<file path="config.mk">
export PLATFORM = sky130hd
export DESIGN_NAME = gate_share_arbiter
export DESIGN_NICKNAME = d
export VERILOG_FILES = /design/src/rtl/gate_share_arbiter.sv
export SDC_FILE = /design/constraint.sdc
export NUM_CORES = 1
export LEC_CHECK = 0
export BUFFER_PORTS_ARGS = -buffer_cell sky130_fd_sc_hd__buf_2
export CAP_MARGIN = 20
export CORE_ASPECT_RATIO = 0.9
export CORE_MARGIN = 4
export CORE_UTILIZATION = 40
export DETAILED_ROUTE_END_ITERATION = 10
export GPL_TIMING_DRIVEN = 0
export PLACE_DENSITY = 0.8
export SLEW_MARGIN = 20
export SYNTH_ARGS = -nofsm -noshare
export SYNTH_HDL_FRONTEND = slang
export SYNTH_SLANG_ARGS = --single-unit
</file>
<file path="constraint.sdc">
create_clock -name Clk -period 2 [get_ports Clk]
set_input_delay 0.1 -clock Clk [delete_from_list [all_inputs] [get_ports Clk]]
set_output_delay 0.1 -clock Clk [all_outputs]
set_load 0.02 [all_outputs]
</file>
<file path="src/rtl/gate_share_arbiter.sv">
// Arbiter sharing one NOR gate bank among requesters; settle, capture, pulse Done.
// Macro GATE_SHARE_FIXED_PRIORITY_EN selects fixed priority instead of round-robin.

module ttl_7402 #(
  parameter int BLOCKS     = 4,
  parameter int WIDTH_IN   = 2,
  parameter int DELAY_RISE = 0,
  parameter int DELAY_FALL = 0
) (
  input  logic [BLOCKS*WIDTH_IN-1:0] A_2D,
  output logic [BLOCKS-1:0]          Y
);

  // Delays are a timing annotation; this bank is zero-delay logic.
  if (DELAY_RISE < 0 || DELAY_FALL < 0) begin : g_neg_delay
  end

  // One NOR per block over its WIDTH_IN inputs.
  always_comb begin
    Y = '0;
    for (int b = 0; b < BLOCKS; b++) begin
      Y[b] = ~|A_2D[b*WIDTH_IN +: WIDTH_IN];
    end
  end

endmodule

module gate_share_arbiter #(
  parameter int REQUESTERS    = 2,
  parameter int BLOCKS        = 4,
  parameter int WIDTH_IN      = 2,
  parameter int SETTLE_CYCLES = 2,
  parameter int DELAY_RISE    = 0,
  parameter int DELAY_FALL    = 0
) (
  input  logic                                   Clk,
  input  logic                                   Clear_bar,
  input  logic [REQUESTERS-1:0]                  Req,
  input  logic [REQUESTERS*BLOCKS*WIDTH_IN-1:0]  Operands,
  output logic [REQUESTERS-1:0]                  Grant,
  output logic                                   Busy,
  output logic                                   Done,
  output logic [BLOCKS-1:0]                      Result,
  output logic [$clog2(REQUESTERS)-1:0]          Result_id
);

  localparam int IDW = $clog2(REQUESTERS);
  localparam int SL  = BLOCKS * WIDTH_IN;
  localparam int CW  = $clog2(SETTLE_CYCLES + 1);
  localparam logic [IDW:0] NREQ = (IDW+1)'(REQUESTERS);

  typedef enum logic [1:0] {
    S_IDLE,
    S_SETTLE,
    S_CAPTURE
  } state_t;

  state_t          state;
  logic [CW-1:0]   count;
  logic [IDW-1:0]  winner;
  logic [IDW-1:0]  pick;
  logic [IDW-1:0]  start;
  logic [IDW-1:0]  next_id;
  logic            found;
  logic [IDW:0]    cand;
  logic [SL-1:0]   gate_a;
  logic [BLOCKS-1:0] gate_y;

  assign next_id = (winner == IDW'(REQUESTERS-1)) ? '0 : winner + 1'b1;

`ifdef GATE_SHARE_FIXED_PRIORITY_EN
  assign start = '0;
`else
  logic [IDW-1:0] ptr;

  assign start = ptr;

  // Round-robin pointer moves past each served requester.
  always_ff @(posedge Clk or negedge Clear_bar) begin
    if (!Clear_bar) begin
      ptr <= '0;
    end else if (state == S_CAPTURE) begin
      ptr <= next_id;
    end
  end
`endif

  // First requesting index found scanning upward from start, with wrap.
  always_comb begin
    pick  = '0;
    found = 1'b0;
    cand  = '0;
    for (int i = 0; i < REQUESTERS; i++) begin
      cand = {1'b0, start} + (IDW+1)'(i);
      if (cand >= NREQ) cand = cand - NREQ;
      if (!found && Req[cand[IDW-1:0]]) begin
        found = 1'b1;
        pick  = cand[IDW-1:0];
      end
    end
  end

  // Only the owner's slice reaches the bank; zeros while idle.
  always_comb begin
    gate_a = '0;
    for (int i = 0; i < REQUESTERS; i++) begin
      if (state != S_IDLE && winner == IDW'(i)) begin
        gate_a = Operands[i*SL +: SL];
      end
    end
  end

  ttl_7402 #(
    .BLOCKS     (BLOCKS),
    .WIDTH_IN   (WIDTH_IN),
    .DELAY_RISE (DELAY_RISE),
    .DELAY_FALL (DELAY_FALL)
  ) u_bank (
    .A_2D (gate_a),
    .Y    (gate_y)
  );

  // Grant, settle countdown, capture and completion pulse.
  always_ff @(posedge Clk or negedge Clear_bar) begin
    if (!Clear_bar) begin
      state     <= S_IDLE;
      count     <= '0;
      winner    <= '0;
      Grant     <= '0;
      Busy      <= 1'b0;
      Done      <= 1'b0;
      Result    <= '0;
      Result_id <= '0;
    end else begin
      Done <= 1'b0;
      unique case (state)
        S_IDLE: begin
          if (found) begin
            winner <= pick;
            Grant  <= REQUESTERS'(1) << pick;
            Busy   <= 1'b1;
            count  <= CW'(SETTLE_CYCLES - 1);
            state  <= S_SETTLE;
          end
        end
        S_SETTLE: begin
          if (count == '0) state <= S_CAPTURE;
          else count <= count - 1'b1;
        end
        S_CAPTURE: begin
          Result    <= gate_y;
          Result_id <= winner;
          Done      <= 1'b1;
          Grant     <= '0;
          Busy      <= 1'b0;
          state     <= S_IDLE;
        end
        default: state <= S_IDLE;
      endcase
    end
  end

endmodule
</file>
==> results of run 1 <==
## cell type report
type	instances	area share (%)
sequential	15	41.3
inverter	3	1.24
buffer	3	2.34
clock buffer	4	2.89
timing repair buffer	29	16.5
multi-input combinational	55	32.4
tap	24	3.31
## metal layers
metal	track usage, %	wire [µm]	vias to the layer above
met5	0	0	-
met4	5.10	14	0
met3	3.74	47	2
met2	23.6	785	11
met1	14.6	610	294
li1	-	-	321
## sequential cells by signal (all words and copies together) (netlist names)
signal / flops
Busy: 1
ptr: 1
state: 2
winner: 1
Result: 4
Result_id: 1
Done: 1
Grant: 2
count: 2
## synthesized netlist by cell type, types with 2 or more instances
library cell and instances:
buf_2 2, a21oi_1 3, nand2b_1 2, nand3_1 2, nor2_1 12, o21ai_0 14
inv_1 3, nand2_1 12, dfrtp_1 15
## how the worst min path moves through the flow
stage,start,end,slack (ps),depth (start not counted)
final,Operands[9],Result[0],100,4
after floorplan,Clear_bar,Busy,-200,0
after CTS,Operands[9],Result[0],100,4
after detailed placement,Clear_bar,Result[0],20,1
after global placement,Clear_bar,Result[0],20,1
after global routing,Req[1],Grant[1],130,3
## worst register-to-register path, cell delays in order, from the launching register on
cell and delay, ps:
dfrtp_1 390, inv_1 100, ha_1 260, nor2_1 60
mux2_2 270, a22oi_2 110
## power by group
group | leakage, nW | switching [mW] | internal, mW
sequential | 0.180 | 0.0844 | 0.447
combinational | 0.273 | 0.394 | 0.293
clock | 0.0150 | 0.0908 | 0.0776
## logic make-up after synthesis
family,Yosys count,synth area share (%)
simple gates,31,19.6
compound gates,22,18.9
flops,15,53.5
buf+inv,6,4.63
mux,1,1.60
fa+ha+maj,1,1.78
==> metrics.txt, run 1 <==
status complete, no violations; Crit Path Class flip-flop to flip-flop; Unique masters post-synth 20; PwrDens 1530 nW/µm²; Detailed Place HPWL 1150 µm; critical path peak fanout 6; fill count 164; TritonRoute pass-1 iters 4; family with the most delay on the worst path flip-flops; vias in the first global route ~600; placed insts around 130; Worst Max-Slew Pin Slew roughly 330 ps; Final period util 62.6%; commonest cells after routing, fill and taps aside buf_2 (30), dfrtp_1 (15), o21ai_0 (14); CP Buf/Inv Count 1; Routed WL roughly 1500 µm; Initial Util a little over two fifths; clock skew about 2.2 ps; n_diodes 0; critical-path cell list inv_1 -> ha_1 -> nor2_1 -> mux2_2 -> a22oi_2; Tmin final approximately 1300 ps; crit path DAT around 1500 ps; Ys Warns 0; cell area after synthesis 702 µm²; Min-Delay Path Class input port to flip-flop; share of cells above drive strength 1 about 36%; DRT iter0 DRCs 14; clock root cell clkbuf_4; crit path capture type flip-flop; Multi-input gate area slightly below 300 µm²; first-pass GRT wire length around 2400 µm; FF-to-FF End count[0]; clock-pin transition on the worst setup and hold timing paths 80 ps; Placement Cell Area 872 µm²; Critical R2R Launch count[0]; max-slew violation count 0; pin count of the biggest net entering global routing 16; via-per-instance ratio 4.72; Placer Congestion between 0.7 and 0.8; Synth Area per Inst between 9 and 10 µm²; Placeable Area roughly 1700 µm²; Tot Pwr between 1 and 1.5 mW; insertion delay to the later sink of the worst-skew pair between 200 and 300 ps; final layout net count ~130; Final Cell Area 908 µm²; cells after synthesis 76; register area roughly 380 µm²; Synth Net Count between 90 and 100; initial antenna violation count 0; Crit path depth 5; Setup-failing EPs final 0; slowest stage delay, CP approximately 390 ps; Hold Violations, Final 0; Final Hold Slack 99.1 ps; reg2reg setup slack around 750 ps; routed via count ~630; Critical Path End count[0]; leakage 0.468 nW; cts hold-fix bufs 1; CTS Sinks 15; sequential share of the synthesized area between 50% and 60%; post-CTS setup buffer count 0; cells resized by post-CTS repair 0; RSZ-0062 raised after global routing no; PnR worst setup slack roughly 750 ps; Crit-path slowest cell dfrtp_1; Yosys reg bits 15; Final Non-Filler Cells ~130; TritonCTS Buffers 3; grt ovf 0; Synth Flop Type dfrtp_1; Avg WL per Cell 11.0 µm; Util after Layout ~55%; PortBufs 28; H-Tree Depth 1; Die W 52.2 µm; maximum clock rate 798 MHz; top cell type's share of synthesized area 53.5%; Antenna Nets Post-Route 0; setup_tns 0 ps; Placement Setup Slack roughly 760 ps; async set-reset flop share out of synthesis 100%; largest area contributor in the netlist dfrtp_1; # IOs 29; CP Launch Type flip-flop; synth top area cells dfrtp_1 (53%), o21ai_0 (10%), nand2_1 (6.4%); Post-synth EDFFs 0; Relative slew margins approximately 80%; Req. time, crit path approximately 2200 ps; CTS tree done; total track usage roughly 13%; P&R area growth vs syn 29.4%; most common cell after layout, fill and taps aside buf_2; Peak VDD IR 0.730 mV; drc violations 0; Max Cap Viol 0; CTS max path bufs 2; R2R depth 5; beginning of the critical path count[0]; Die ar. about 2500 µm²; die height about 48 µm; Rows 14
Note: power is estimated with default switching activity, not from simulation.
==> inputs of run 2 (changes only) <==
- PLACE_DENSITY: 0.8 -> 0.83
- clock period: 2 -> 1.1 ns (I/O delays scaled with it)
==> run 2 against run 1 <==
Net effect:
- the flow now finishes with violations (negative setup slack)
- final area grew 9.4%
- clock power is 86% higher
- combinational power up 140%
- maximum frequency grew 12%
- critical endpoint unchanged
- sequential share of layout area is 3.5 points lower
- via count grew 3.7%
- wire length grew 11%
- largest power group unchanged
- final cell count rose by 3.8%
- critical path type unchanged
==> metrics.txt, run 2 (synthesis gave the netlist of run 1 again) <==
Sw Share 40.8%; crit path DAT ~1300 ps; TritonRoute pass-1 iters 3; Final Hold Slack 50.7 ps; vias in the first global route ~640; insertion delay to the later sink of the worst-skew pair about 280 ps; setup_tns -22.4 ps; Max Cap Viol 0; grt ovf 0; Placeable Area approximately 1700 µm²; Switch Pwr around 1.2 mW; critical-path cell list inv_2 -> ha_4 -> nor2_2 -> mux2_4 -> a22oi_2; clock-pin transition on the worst setup and hold timing paths 90 ps; critical path peak fanout 5; n_diodes 0; Util after Layout 59.7%; failing checks negative setup slack; Seq pwr share between 30% and 40%; slowest stage delay, CP 400 ps; TritonCTS Buffers 3; maximum clock rate 897 MHz; PnR worst setup slack -15.4 ps; share of cells above drive strength 1 43.9%; max FFs per register 4; drc violations 0; max-slew violation count 0; fill count 139; register area ~380 µm²; Min-Delay Path Class input port to flip-flop; Crit Path Class flip-flop to flip-flop; Worst Max-Slew Pin Slew around 330 ps; Placer Congestion ~0.76; status finished, violations left; leakage 0.503 nW; P&R area growth vs syn 41.5%; initial antenna violation count 0; Tmin final around 1100 ps; # IOs 29; Req. time, crit path between 1000 and 1500 ps; via-per-instance ratio approximately 4.7; Internal 1.73 mW; CTS Sinks 15; die height roughly 48 µm; Detailed Place HPWL 1250 µm; clock skew around 1.5 ps; Crit-path slowest cell dfrtp_1; Setup-failing EPs final 2; Clock power frac a little over a tenth; PortBufs 28; Relative slew margins between 70% and 80%; commonest cells after routing, fill and taps aside buf_2 (28), dfrtp_1 (15), nand2_1 (12); H-Tree Depth 1; first-pass GRT wire length 2640 µm; Antenna Nets Post-Route 0; clock root cell clkbuf_4; PwrDens ~2900 nW/µm²; Routed WL between 1500 and 2000 µm; most common cell after layout, fill and taps aside buf_2; DRT iter0 DRCs 5; Peak VDD IR 1.28 mV; Die W between 50 and 60 µm; RSZ-0062 raised after global routing yes; logic gate share of total power 55.9%; Die ar. between 2000 and 2500 µm²; Avg WL per Cell 11.7 µm; CP Launch Type flip-flop; total track usage around 14%; Hold Violations, Final 0; Final period util 101%; CTS tree done; Rows 14; most flop-heavy register Result; crit path capture type flip-flop; Multi-input gate area 333 µm²; routed via count roughly 650; CTS max path bufs 2; Initial Util between 40% and 50%; final layout net count 136; pin count of the biggest net entering global routing 16
==> run 2: cell count changes in the layout (fill, tap and decap cells not counted), sizes merged <==
| cell | change |
|---|---|
| buf | +5 |
==> run 2: area by class of cell <==
cell class	count	area share [%]
Buffer	3	3.02
Multi-Input combinational cell	55	33.5
Clock buffer	4	2.64
Timing Repair Buffer	34	18.9
Sequential cell	15	37.8
Inverter	3	1.13
Tap cell	24	3.02
==> run 2: per-stage QoR <==
stage	std cells	worst slack, ps	total power [mW]	instance area, µm²
after floorplan	76	2.08	1.91	714
after global placement	128	-31.0	2.23	885
after detailed placement	128	-100	2.32	885
after CTS	137	-20.9	2.84	972
after global routing	138	-47.4	3.13	993
final	138	-15.4	2.92	993
==> run 2: path summary, 6_finish.rpt <==
kind / start / to / slack [ps] / cells after the start
worst min register to register: Result[1] / Result[1] / 480 / 2
max in group asynchronous: Clear_bar / Grant[1] / 670 / 2
worst min-delay path: Operands[9] / Result[0] / 50 / 4
worst max register to register: count[1] / count[0] / -20 / 5
min in group asynchronous: Clear_bar / Result[1] / 190 / 2
worst max-delay path: count[1] / count[0] / -20 / 5
==> run 2: what timing repair did <==
| item | CTS | global route |
|---|---|---|
| setup buffers | 4 | 1 |
| endpoints found under the hold margin | 15 | 0 |
| hold buffers | 1 | 0 |
| pin swaps | 2 | 1 |
| gates resized for setup | 7 | 8 |
| endpoints found under the setup margin | 5 | 7 |
==> run 2: critical path: cells and delay by family, from the launching register on <==
kind | cells | cell delay, ps
and+or+nand+nor | 1 | 30
muxes | 1 | 260
buffers and inverters | 1 | 80
DFF | 1 | 400
AOI/OAI and AO/OA | 1 | 110
adders and majority gates | 1 | 160
==> run 2: power groups by stage <==
| stage | Combinational (mW) | Clock, mW | Sequential (mW) |
|---|---|---|---|
| final | 1.63 | 0.312 | 0.974 |
| after global placement | 1.26 | 0 | 0.965 |
| after floorplan | 0.765 | 0 | 1.14 |
| after CTS | 1.55 | 0.319 | 0.971 |
| after global routing | 1.78 | 0.339 | 1.01 |
| after detailed placement | 1.33 | 0 | 0.982 |
==> run 2: layer usage <==
metal  global-route usage, %  vias up  share of wire, %
met5                       0        -                 0
met4                    6.12        0               1.2
met3                    3.74        2               3.3
met2                    28.1       12                55
met1                    15.1      307                40
li1                        -      330                 -
